[config.mk]
export PLATFORM = sky130hd
export DESIGN_NAME = fifo_burst_reader
export DESIGN_NICKNAME = d
export VERILOG_FILES = /design/src/rtl/fifo_burst_reader.sv
export SDC_FILE = /design/constraint.sdc
export NUM_CORES = 1
export LEC_CHECK = 0
export CORE_ASPECT_RATIO = 0.8
export CORE_MARGIN = 2
export CORE_UTILIZATION = 52
export DETAILED_ROUTE_END_ITERATION = 8
export GPL_ROUTABILITY_DRIVEN = 0
export PLACE_DENSITY = 0.82
export RECOVER_POWER = 50
export SETUP_SLACK_MARGIN = 0.15
export SLEW_MARGIN = 40
export SYNTH_ARGS = -nofsm -noshare
export SYNTH_HDL_FRONTEND = slang
export SYNTH_SLANG_ARGS = --single-unit
[constraint.sdc]
create_clock -name clk -period 2.3 [get_ports clk]
set_input_delay 0.345 -clock clk [delete_from_list [all_inputs] [get_ports clk]]
set_output_delay 0.345 -clock clk [all_outputs]
set_load 0.03 [all_outputs]
[src/rtl/fifo_burst_reader.sv]
// fifo_burst_reader: drains a look-ahead sync_fifo in bursts onto a valid/ready stream.
// fifo_rd_en depends only on registered state and fifo_empty, never on m_ready.
module fifo_burst_reader #(
  parameter int DATA_WIDTH = 32,
  parameter int ADDR_WIDTH = 8,
  parameter int BURST_LEN  = 16,
  parameter int TIMEOUT    = 64
) (
  input  logic                  clk,
  input  logic                  rst_n,
  input  logic                  sclr,
  input  logic                  flush,
  input  logic [DATA_WIDTH-1:0] fifo_data,
  input  logic                  fifo_empty,
  input  logic [ADDR_WIDTH:0]   fifo_uw,
  output logic                  fifo_rd_en,
  output logic [DATA_WIDTH-1:0] m_data,
  output logic                  m_valid,
  output logic                  m_last,
  input  logic                  m_ready,
  output logic                  busy
);
  localparam int RW = $clog2(BURST_LEN + 1);
  localparam int TW = TIMEOUT > 0 ? $clog2(TIMEOUT + 1) : 1;
  localparam int UW = ADDR_WIDTH + 1;
  typedef enum logic {IDLE, BURST} state_t;
  state_t state, state_nx;
  logic [RW-1:0] remaining, remaining_nx;
  logic [TW-1:0] tcnt, tcnt_nx;
  logic [1:0] occ, occ_nx;
  logic [1:0][DATA_WIDTH-1:0] buf_data, buf_data_nx;
  logic [1:0] buf_last, buf_last_nx;
  logic full_go, part_go, start, pop, pop_last, ret, wr_idx;
  always_comb begin
    full_go = fifo_uw >= UW'(BURST_LEN);
    part_go = fifo_uw != '0 && (flush || (TIMEOUT > 0 && tcnt == TW'(TIMEOUT)));
    start = state == IDLE && (full_go || part_go);
    pop = state == BURST && !fifo_empty && remaining != '0 && occ != 2'd2;
    pop_last = pop && remaining == RW'(1);
    ret = m_valid && m_ready;
    wr_idx = occ == 2'd1 && !ret;
    state_nx = sclr ? IDLE : start ? BURST : pop_last ? IDLE : state;
    remaining_nx = sclr ? '0 : start ? (full_go ? RW'(BURST_LEN) : RW'(fifo_uw))
                 : pop ? remaining - RW'(1) : remaining;
    tcnt_nx = (sclr || start || fifo_uw == '0) ? '0
            : (state == IDLE && fifo_uw < UW'(BURST_LEN) && tcnt != TW'(TIMEOUT)) ? tcnt + TW'(1)
            : tcnt;
    occ_nx = sclr ? 2'd0 : occ + {1'b0, pop} - {1'b0, ret};
    buf_data_nx = buf_data;
    buf_last_nx = buf_last;
    if (ret) begin
      buf_data_nx[0] = buf_data[1];
      buf_last_nx[0] = buf_last[1];
    end
    // A pop lands behind whatever survives this cycle's retire.
    if (pop) begin
      buf_data_nx[wr_idx] = fifo_data;
      buf_last_nx[wr_idx] = pop_last;
    end
    if (sclr) begin
      buf_data_nx = '0;
      buf_last_nx = '0;
    end
  end
  always_ff @(posedge clk or negedge rst_n)
    if (!rst_n) begin
      state <= IDLE;
      remaining <= '0;
      tcnt <= '0;
      occ <= '0;
      buf_data <= '0;
      buf_last <= '0;
    end else begin
      state <= state_nx;
      remaining <= remaining_nx;
      tcnt <= tcnt_nx;
      occ <= occ_nx;
      buf_data <= buf_data_nx;
      buf_last <= buf_last_nx;
    end
  assign fifo_rd_en = pop;
  assign m_valid = occ != 2'd0;
  assign m_data = buf_data[0];
  assign m_last = m_valid && buf_last[0];
  assign busy = state == BURST || occ != 2'd0;
endmodule
==> flow_summary.toml <==
[cells_and_area]
stdcell_area_um2 = 5140
multi_input_area_um2 = 1790
fillers = 668
nets = 475
final_layout_size_suffix_gt1_share_pct = 18.1
syn2layout_area_growth_pct = 21.1
regArea_um2 = 2030
num_antenna_cells = 0

[yosys]
ys_seq_area_share_pct = 47.8
netlist.area_leader.share_pct = 47.8
syn_nets = 421
async_flop_share_pct = 100
synthTopCellsByCount = "dfrtp_1, nor2_1, buf_4, mux2i_1, a22o_1"
synth_top_area_cell = "dfrtp_1"
synthCells = 367
synth.area.top_cells = "dfrtp_1, a211oi_2, mux2i_1, a22o_1, buf_4"
avgSynthCellArea_um2 = 11.6
synth-main-ff-cell = "dfrtp_1"
synthDistinctLibCells = 51
synth-edff-count = 0
synth-seq-cells = 81
yosysWarnings = 0
yosysMostFrequentCell = "dfrtp_1"
synthesis.area_um2 = 4240

[global_routing]
grt.total_usage_pct = 20.3
grt_pass1_vias = 3013
grt_start_max_net_pins = 59
gr-total-overflow = 0
antenna_found_initial = 0
grt_pass1_wl_um = 14400

[worst_setup_path]
path_cells = "or2_1 -> clkdlybuf4s50_1"
reg2reg_slack_ns = 0.39
crit_start = "occ[0]"
arrival_ns = 1.73
worstSetupEndpoint = "m_valid"
worstReg2RegEnd = "m_data[21]"
end_kind = "output port"
r2r-start = "remaining[2]"
crit_type = "reg2out"
required_ns = 1.96
critPathSlowestCell = "clkdlybuf4s50_1"
reg2regPathDepth = 7
path_max_fanout = 5
max_stage_delay_ns = 0.61
cp_num_cells = 2
critPathTopFamily = "buffers and inverters"
crit_buf_inv = 1
start_kind = "register"

[route]
dr.pass1.iters = 5
drtIter0Drc = 103
wl_per_cell_um = 16.4
vias_per_cell = 5.54
drc = 0
wirelength_um = 8750
drtAntennaViolNets = 0
vias = 2958

[sta]
skew_ns = 0.00966
layout_min_cycle_time_ns = 2.08
tns_ns = 0
slew_headroom_pct = -0.427
tightest_slew_ns = 1.51
final-setup-viol-count = 0
slew_viol_final = 57
final-hold-violation-count = 0
fin_crit_sh_pct = 90.3
rsz0062_at_grt = "false"
max_freq_mhz = 482

[run_status]
status = "finished with violations"
violations = "max-capacitance violations, max-slew violations"

[floorplanning]
dieWidth_um = 105
start_util_pct = 53.6
die_h_um = 84.8
floorplan.die_area_um2 = 8900
ios = 83
core_area_um2 = 7910
rows = 29

[pwr]
p_sw_share_pct = 32.4
power_frac_seq_pct = 43.7
powerDensity_nw_per_um2 = 719
power_switching_mw = 1.20
ir_drop_v = 0.000431
comb_power_share_pct = 28.5
p_leak_nw = 2.45
power_frac_clock_pct = 27.7
intPower_mw = 2.49

[place]
place_area_um2 = 4910
io_buffers = 82
hpwl_um = 5960

[cts]
clock_path_buffers = 2
path_clk_slew_ns = 0.08
h-tree-depth = 3
cts_tree = "yes"
clk_latency_ns = 0.35
cts_buffers = 9
cts_root_buffer = "clkbuf_8"
numClockSinks = 81

[job]
maxCapViolCount = 1

[min_path]
hold_path.class = "in2reg"
cells in the final DEF (no fill, tap or decap), types with 2 or more instances in the layout:
cell / instances
a32oi_1: 2
clkinvlp_4: 2
ha_1: 7
clkbuf_8: 9
dlygate4sd3_1: 17
buf_4: 14
mux2i_1: 33
nor3_2: 2
a22oi_1: 2
dfrtp_1: 81
nand3_1: 5
inv_6: 2
nor3_4: 2
nor3_1: 5
clkdlybuf4s50_1: 61
a22o_1: 32
inv_1: 7
nand4_1: 2
nor2_1: 49
xnor2_1: 2
a211oi_1: 3
buf_12: 2
xor2_1: 7
a21oi_1: 4
a211oi_2: 30
dlygate4sd2_1: 2
nand2_1: 9
stage by stage:
step | cells | utilization, % | power, mW | hold slack [ns] | setup slack, ns
3_5_place_dp | 514 | 62.1 | 2.72 | 0.464 | 0.106
5_1_grt | 534 | 64.9 | 3.86 | 0.406 | 0.166
6_report | 534 | 64.9 | 3.69 | 0.399 | 0.224
3_3_place_gp | 514 | 62.1 | 2.69 | 0.457 | 0.166
4_1_cts | 531 | 64.7 | 3.75 | 0.0845 | 0.197
2_1_floorplan | 367 | - | 2.44 | 0.0494 | 0.175
worst min path at each step:
| stage | slack (ns) | depth (start not counted) | to | from |
|---|---|---|---|---|
| 5_1_grt | 0.41 | 2 | occ[0] | sclr |
| 3_3_place_gp | 0.46 | 1 | m_data[25] | rst_n |
| 6_report | 0.40 | 2 | occ[1] | sclr |
| 4_1_cts | 0.08 | 1 | m_data[25] | rst_n |
| 3_5_place_dp | 0.46 | 1 | m_data[25] | rst_n |
| 2_1_floorplan | 0.05 | 0 | buf_data[32] | rst_n |
power groups by stage:
stage | registers, mW | logic, mW | clock network (mW)
global route | 1.63 | 1.12 | 1.11
floorplan | 1.62 | 0.821 | 0
CTS | 1.62 | 1.07 | 1.06
detailed placement | 1.65 | 1.07 | 0
finish | 1.61 | 1.05 | 1.02
global placement | 1.64 | 1.05 | 0
logic make-up after synthesis:
group                    count (synthesis)  synth area share, %
XOR/XNOR                                 9                 1.86
AO/OA/AOI/OAI                           86                 20.3
multiplexers                            33                 7.79
adder cells (fa/ha/maj)                  7                 2.06
buffers and inverters                   64                 10.1
AND/OR/NAND/NOR                         87                 10.1
flip-flops                              81                 47.8
final cells by class:
type | instances | area share, %
flip-flops and latches | 81 | 39.5
multi-input cells | 222 | 34.8
repair buffers | 98 | 18.6
well taps | 108 | 2.63
clock buffers | 10 | 2.48
clock inverters | 6 | 1.32
inverters | 9 | 0.755
what timing repair did:
action                     CTS  global route
resized for setup            2             1
pin swaps                    0             1
setup buffers                1             2
gates cloned                 0             0
hold buffers                 0             1
setup endpoints to repair    3             1
hold endpoints to repair     0            17
layer usage:
metal / track usage [%] / vias up / share of wire, %
met4: 6.30 / 0 / 1.4
li1: - / 1399 / -
met1: 26.8 / 1473 / 46
met3: 5.67 / 13 / 4.8
met2: 32.9 / 73 / 47
met5: 0 / - / 0
sequential cells by signal, indices dropped and copies added, names as in the netlist:
register,cells
occ,2
state,1
buf_last,2
remaining,5
tcnt,7
m_data,32
buf_data,32
No activity file was read; power rests on OpenSTA's default activity.
